`src/rtl/reset_sequencer.sv`:
```
// Staged reset release: each domain leaves reset only after the previous one acknowledges.
// Define ACK_TIMEOUT_EN to build the per-stage acknowledge timeout and FAULT state.
module reset_sequencer #(
  parameter int unsigned NUM_STAGES  = 4,
  parameter int unsigned HOLD_CYCLES = 16,
  parameter int unsigned ACK_TIMEOUT = 255
) (
  input  logic                          iclk,
  input  logic                          irst_n,
  input  logic [NUM_STAGES-1:0]         istage_ack,
  output logic [NUM_STAGES-1:0]         orst_n_stage,
  output logic                          osys_ready,
  output logic                          otimeout_err,
  output logic [$clog2(NUM_STAGES)-1:0] ofault_stage
);
  localparam int unsigned IDX_W  = $clog2(NUM_STAGES);
  localparam int unsigned HOLD_W = (HOLD_CYCLES > 1) ? $clog2(HOLD_CYCLES) : 1;

  if (NUM_STAGES < 2 || NUM_STAGES > 16 || HOLD_CYCLES < 1 || ACK_TIMEOUT < 1) begin : g_bad_param
    $error("reset_sequencer: parameter out of range");
  end

  typedef enum logic [1:0] {
    S_HOLD,
    S_WAIT_ACK,
    S_READY
`ifdef ACK_TIMEOUT_EN
    , S_FAULT
`endif
  } state_t;

  state_t                  state, state_d;
  logic [HOLD_W-1:0]       hold_cnt, hold_cnt_d;
  logic [IDX_W-1:0]        idx, idx_d;
  logic [NUM_STAGES-1:0]   rst_d;
  logic                    ready_d;
  logic                    hold_done;
  logic                    ack_cur;
  logic                    last_stage;

  assign hold_done  = (hold_cnt == HOLD_W'(HOLD_CYCLES - 1));
  assign ack_cur    = istage_ack[idx];
  assign last_stage = (idx == IDX_W'(NUM_STAGES - 1));

`ifdef ACK_TIMEOUT_EN
  localparam int unsigned TMO_W = (ACK_TIMEOUT > 1) ? $clog2(ACK_TIMEOUT) : 1;

  logic [TMO_W-1:0] tmo_cnt, tmo_cnt_d;
  logic             tmo_hit;
  logic             err_d;
  logic [IDX_W-1:0] fstage_d;

  assign tmo_hit = (tmo_cnt == TMO_W'(ACK_TIMEOUT - 1));
`else
  assign otimeout_err = 1'b0;
  assign ofault_stage = '0;
`endif

  // State, counters and registered outputs
  always_ff @(posedge iclk) begin
    if (!irst_n) begin
      state        <= S_HOLD;
      hold_cnt     <= '0;
      idx          <= '0;
      orst_n_stage <= '0;
      osys_ready   <= 1'b0;
`ifdef ACK_TIMEOUT_EN
      tmo_cnt      <= '0;
      otimeout_err <= 1'b0;
      ofault_stage <= '0;
`endif
    end else begin
      state        <= state_d;
      hold_cnt     <= hold_cnt_d;
      idx          <= idx_d;
      orst_n_stage <= rst_d;
      osys_ready   <= ready_d;
`ifdef ACK_TIMEOUT_EN
      tmo_cnt      <= tmo_cnt_d;
      otimeout_err <= err_d;
      ofault_stage <= fstage_d;
`endif
    end
  end

  // Next state and counters; counters clear on every state or stage change
  always_comb begin
    state_d    = state;
    hold_cnt_d = hold_cnt;
    idx_d      = idx;
`ifdef ACK_TIMEOUT_EN
    tmo_cnt_d  = tmo_cnt;
`endif
    case (state)
      S_HOLD: begin
        if (hold_done) begin
          state_d    = S_WAIT_ACK;
          hold_cnt_d = '0;
`ifdef ACK_TIMEOUT_EN
          tmo_cnt_d  = '0;
`endif
        end else begin
          hold_cnt_d = hold_cnt + HOLD_W'(1);
        end
      end
      S_WAIT_ACK: begin
        if (ack_cur) begin
          if (last_stage) begin
            state_d = S_READY;
          end else begin
            idx_d = idx + IDX_W'(1);
          end
`ifdef ACK_TIMEOUT_EN
          tmo_cnt_d = '0;
        end else if (tmo_hit) begin
          state_d   = S_FAULT;
          tmo_cnt_d = '0;
        end else begin
          tmo_cnt_d = tmo_cnt + TMO_W'(1);
`endif
        end
      end
      default: ;
    endcase
  end

  // Next values of the registered outputs; released stages stay released
  always_comb begin
    rst_d   = orst_n_stage;
    ready_d = osys_ready;
`ifdef ACK_TIMEOUT_EN
    err_d    = otimeout_err;
    fstage_d = ofault_stage;
`endif
    case (state)
      S_HOLD: begin
        if (hold_done) rst_d[0] = 1'b1;
      end
      S_WAIT_ACK: begin
        if (ack_cur) begin
          if (last_stage) ready_d = 1'b1;
          else            rst_d   = orst_n_stage | {orst_n_stage[NUM_STAGES-2:0], 1'b1};
        end
`ifdef ACK_TIMEOUT_EN
        else if (tmo_hit) begin
          rst_d    = '0;
          err_d    = 1'b1;
          fstage_d = idx;
        end
`endif
      end
      default: ;
    endcase
  end
endmodule

```
`config.mk`:
```
export PLATFORM = sky130hd
export DESIGN_NAME = reset_sequencer
export DESIGN_NICKNAME = d
export VERILOG_FILES = /design/src/rtl/reset_sequencer.sv
export SDC_FILE = /design/constraint.sdc
export NUM_CORES = 1
export LEC_CHECK = 0
export CAP_MARGIN = 0
export CORE_AREA = 3 3 40 42
export CTS_BUF_LIST = sky130_fd_sc_hd__clkbuf_2 sky130_fd_sc_hd__clkbuf_4 sky130_fd_sc_hd__clkbuf_8
export DETAILED_ROUTE_END_ITERATION = 6
export DIE_AREA = 0 0 43 45
export GPL_TIMING_DRIVEN = 0
export PLACE_DENSITY = 0.82
export SLEW_MARGIN = 20
export SYNTH_ARGS = -nofsm -noshare
export SYNTH_HDL_FRONTEND = slang
export SYNTH_SLANG_ARGS = --single-unit
export TNS_END_PERCENT = 20
```
`constraint.sdc`:
```
create_clock -name iclk -period 3.8 [get_ports iclk]
set_input_delay 0.38 -clock iclk [delete_from_list [all_inputs] [get_ports iclk]]
set_output_delay 0.38 -clock iclk [all_outputs]
set_load 0.01 [all_outputs]
```
Word-level counts from Yosys, hierarchy flattened
Index checks and enable logic that the tools add are counted.

storage, ports and cells
  flip-flop bits (word level) = 13
  output and inout bits = 8
  word-level logic and storage cells = 35

cells by class
  add/sub/neg operators = 2
  order comparisons = 1
  eq/ne operators = 7
  mux-type cells = 11
  bitwise gates (word level) = 2
  reductions and logical operators = 6

operator list
  operator                                                               count
  2-bit != test (second input constant)                                  4
  4-bit AND reduction                                                    2
  2-bit 2-to-1 mux                                                       3
  3-bit AND reduction                                                    2
  4-bit by 1-bit adder with 4-bit output (second input constant)         1
  4-bit == test (second input constant)                                  1
  1-bit 2-to-1 mux                                                       4
  4-bit 2-to-1 mux                                                       1
  4-bit bitwise OR                                                       1
  2-bit one-hot mux with 2 select lines                                  1
  2-bit by 3-bit < comparator with 1-bit output (second input constant)  1
  2-bit by 1-bit adder with 2-bit output (second input constant)         1
  1-bit binary-select mux with 2-bit select                              1
  2-bit by 1-bit == test with 1-bit output (second input constant)       1
  2-bit == test (second input constant)                                  1
  2-bit zero test                                                        1
  1-bit one-hot mux with 2 select lines                                  1
  2-bit nonzero test                                                     1
  1-bit inverter                                                         1

Logic depth before layout (Yosys ltp)
  word-level depth = 4
  depth in mapped cells = 4
  depth with buffers taken out = 4

Worst setup path after synthesis
OpenSTA, ideal clock, no wires.

  kind = register to register
  start point = reg idx[1]
  end point = reg orst_n_stage[0]
  arrival time = 1.216 ns
  required time = 3.683 ns
  slack = 2.467 ns
  stages on the path, launching flop included = 4
  path buffers = 0
  clock period less this slack = 1.333 ns
  path through = dfxtp_1 > mux2_2 > or2_2 > a32o_1

between the ends
  word-level cells in the longest chain between the ends = 4
  elaborated cells between the ends (all ways) = 6

ends and longest elaborated chain
  item                                       RTL line  RTL
  start: declaration                         34        logic [IDX_W-1:0] idx, idx_d;
  start signal: assignment                   75        idx <= idx_d;
  1-bit binary-select mux with 2-bit select  42        assign ack_cur = istage_ack[idx];
  1-bit 2-to-1 mux (not written as such)     42
  2-bit != test (no source line)             -
  4-bit AND reduction (no source line) (*)   -
  end signal: assignment                     76        orst_n_stage <= rst_d;
  end: declaration                           11        output logic [NUM_STAGES-1:0] orst_n_stage,

Mark *: on every way between the ends. The rest lies on a longest branch, timed or not. The select of a mux whose other input is x is not followed.
A chain may end at the register's enable or synchronous reset.

Worst setup path after layout
  start point = reg orst_n_stage[0]
  end point = out orst_n_stage[0]

No word-level cell between the ends.

==> impl_metrics.tcl <==
set metrics [dict create \
    hold_violations 0 \
    met1Wirelength_um 558 \
    yosysTopAreaCellShare_pct 40.9 \
    drtIter0Drc 10 \
    critPathMaxStageDelay_ns 0.54 \
    crit_arrival_ns 1.19 \
    ys_ff_latch 13 \
    fin_nets 95 \
    antenna_found_initial 0 \
    crit_type "reg2out" \
    tns_ns 0 \
    synth.distinct_cells 29 \
    die_area_um2 1940 \
    vias 523 \
    worstHoldPathType "in2reg" \
    clk_latency_ns 0.28 \
    routed.top_layer "met4" \
    ctsHoldBuffers 0 \
    setup_viol 0 \
    initial_core_util_pct 49.5 \
    cts_tree "yes" \
    die_h_um 45 \
    firstDrtPassIters 4 \
    synthMostInstantiatedCell "dfxtp_1" \
    route.met3.wl_um 43 \
    cp_top_family "buffers and inverters" \
    synth.cell_area_um2 636 \
    synth-main-ff-cell "dfxtp_1" \
    numCtsBuffers 3 \
    vias_per_cell 5.18 \
    worstPathMaxFanout 3 \
    rsz0062_at_grt "no" \
    synth-seq-area-share_pct 40.9 \
    met2_length_um 529 \
    coreArea_um2 1280 \
    cp_data_required_time_ns 3.42 \
    cts_root_buf "clkbuf_4" \
    fmax_mhz 639 \
    routed_wl_um 1160 \
    status "finished, final reports clean" \
    cp.buffers_inverters 1 \
    synth_edf_count 0 \
    clk_pin_slew_ns 0.08 \
    die_x_um 43 \
    synth_common_cells "dfxtp_1, nand2_1, o21ai_0, a21oi_1, nor2_1" \
    areaGrowthSynthToFinish_pct 23.0 \
    rows 13 \
    synth.avg_cell_area_um2 8.95 \
    yosys_warnings 0 \
    diodes 0 \
    wl_per_cell_um 11.5 \
    synth_cells 71 \
    crit_slowest_cell "clkdlybuf4s50_1" \
    p_per_area_nw_per_um2 329 \
    slew_viol_final 0 \
    cap_violations 0 \
    post-dp-hpwl_um 884 \
    grt_pass1_wl_um 1960 \
    io_buffers 9 \
    yosys.area.top_type "dfxtp_1" \
    io_pins 14 \
    clockBufferDepth 2 \
    vdd_ir_drop_max_uv 137 \
    cts-resized-gates 0 \
    overflow 0 \
    crit_chain "clkdlybuf4s50_1" \
    antenna_left 0 \
    postCtsSetupBuffers 0 \
    power_w 0.000257 \
    start_kind "flip-flop" \
    grt_pass1_vias 474 \
    grt_max_degree 11 \
    place_congestion 0.797 \
    layout_min_cycle_time_ns 1.57 \
    htree_levels 1 \
    async_flop_share_pct 0 \
    grtUsageTotal_pct 13.5 \
    end_kind "output pin" \
    period_share_pct 41.2 \
    p_leak_nw 0.298 \
    drive_above_1_share_pct 15.1 \
    skew_ns 0.00130 \
    cts_sinks 13 \
    synthTopCellsByArea "dfxtp_1, nand2_1, mux2i_1, o21ai_0, a21oi_1" \
    route.detailed.drc 0 \
]
[cells in the final DEF (no fill, tap or decap), drive strengths merged]
| cell | Yosys | layout |
|---|---|---|
| conb | 1 | 3 |
| a32o | 1 | 1 |
| nand3 | 2 | 2 |
| ha | 2 | 2 |
| a41oi | 1 | 1 |
| nand2 | 10 | 10 |
| clkbuf | 1 | 5 |
| xnor2 | 1 | 1 |
| o21ai | 6 | 6 |
| nand3b | 1 | 1 |
| a21oi | 5 | 5 |
| or3 | 1 | 1 |
| nor2 | 4 | 4 |
| clkdlybuf4s50 | 0 | 9 |
| dfxtp | 13 | 13 |
| mux2 | 1 | 1 |
| or2 | 1 | 1 |
| a211oi | 1 | 1 |
| nand2b | 1 | 1 |
| buf | 5 | 5 |
| inv | 3 | 3 |
| or3b | 1 | 1 |
| a311oi | 1 | 1 |
| and3 | 1 | 1 |
| o221a | 1 | 1 |
| mux4 | 1 | 1 |
| mux2i | 3 | 3 |
| nor3b | 2 | 2 |
[cell families (layout without fill, tap and decap cells)]
logic type,count (synthesis),count (layout),synth area share (%)
adder cells (fa/ha/maj),2,2,3.94
buffers and inverters,9,22,8.46
other,1,3,0.590
XOR/XNOR,1,1,1.38
AO/OA/AOI/OAI,16,16,15.9
AND/OR/NAND/NOR,24,24,18.7
flip-flops,13,13,40.9
multiplexers,5,5,10.0
[layer usage]
| metal | up-vias | track usage [%] |
|---|---|---|
| li1 | 278 | - |
| met1 | 226 | 17.0 |
| met2 | 15 | 20.7 |
| met3 | 4 | 3.59 |
| met4 | 0 | 8.43 |
| met5 | - | 0 |
[per-stage QoR]
stage                     hold slack, ns  instances  setup slack [ns]  util (%)  cell area (µm²)
final                              0.422        101              2.23      60.9              782
after global routing               0.415        101              2.19      60.9              782
after CTS                          0.415        101              2.23      60.9              782
after detailed placement           0.467         97              2.07      58.5              752
after global placement             0.436         97              2.09      58.5              752
after floorplan                    0.459         73              2.47         -              643
[flip-flops by register name (all words and copies together) (netlist names)]
| register | count |
|---|---|
| idx | 2 |
| hold_cnt | 4 |
| orst_n_stage | 4 |
| state | 2 |
| osys_ready | 1 |
[path summary, 6_finish.rpt]
check | start | end | slack [ns] | depth (start not counted)
max reg2reg | idx[1] | orst_n_stage[3] | 2.39 | 4
min | irst_n | state[0] | 0.42 | 2
min reg2reg | orst_n_stage[1] | orst_n_stage[1] | 0.48 | 2
max | orst_n_stage[0] | orst_n_stage[0] | 2.23 | 1
[area by class of cell]
cell class / instances / area (µm²)
Fill cell: 114 / 503
Inverter: 3 / 11.3
Timing Repair Buffer: 9 / 90.1
Multi-Input combinational cell: 51 / 329
Clock buffer: 4 / 30.0
Buffer: 6 / 42.5
Sequential cell: 13 / 260
Tap cell: 15 / 18.8
[report_power, final]
group	internal, W	switching [W]
Clock	0.0000479	0.0000463
Sequential	0.000139	0.00000269
Combinational	0.0000119	0.00000943
Total	0.000199	0.0000584
Note: power is estimated with default switching activity, not from simulation.
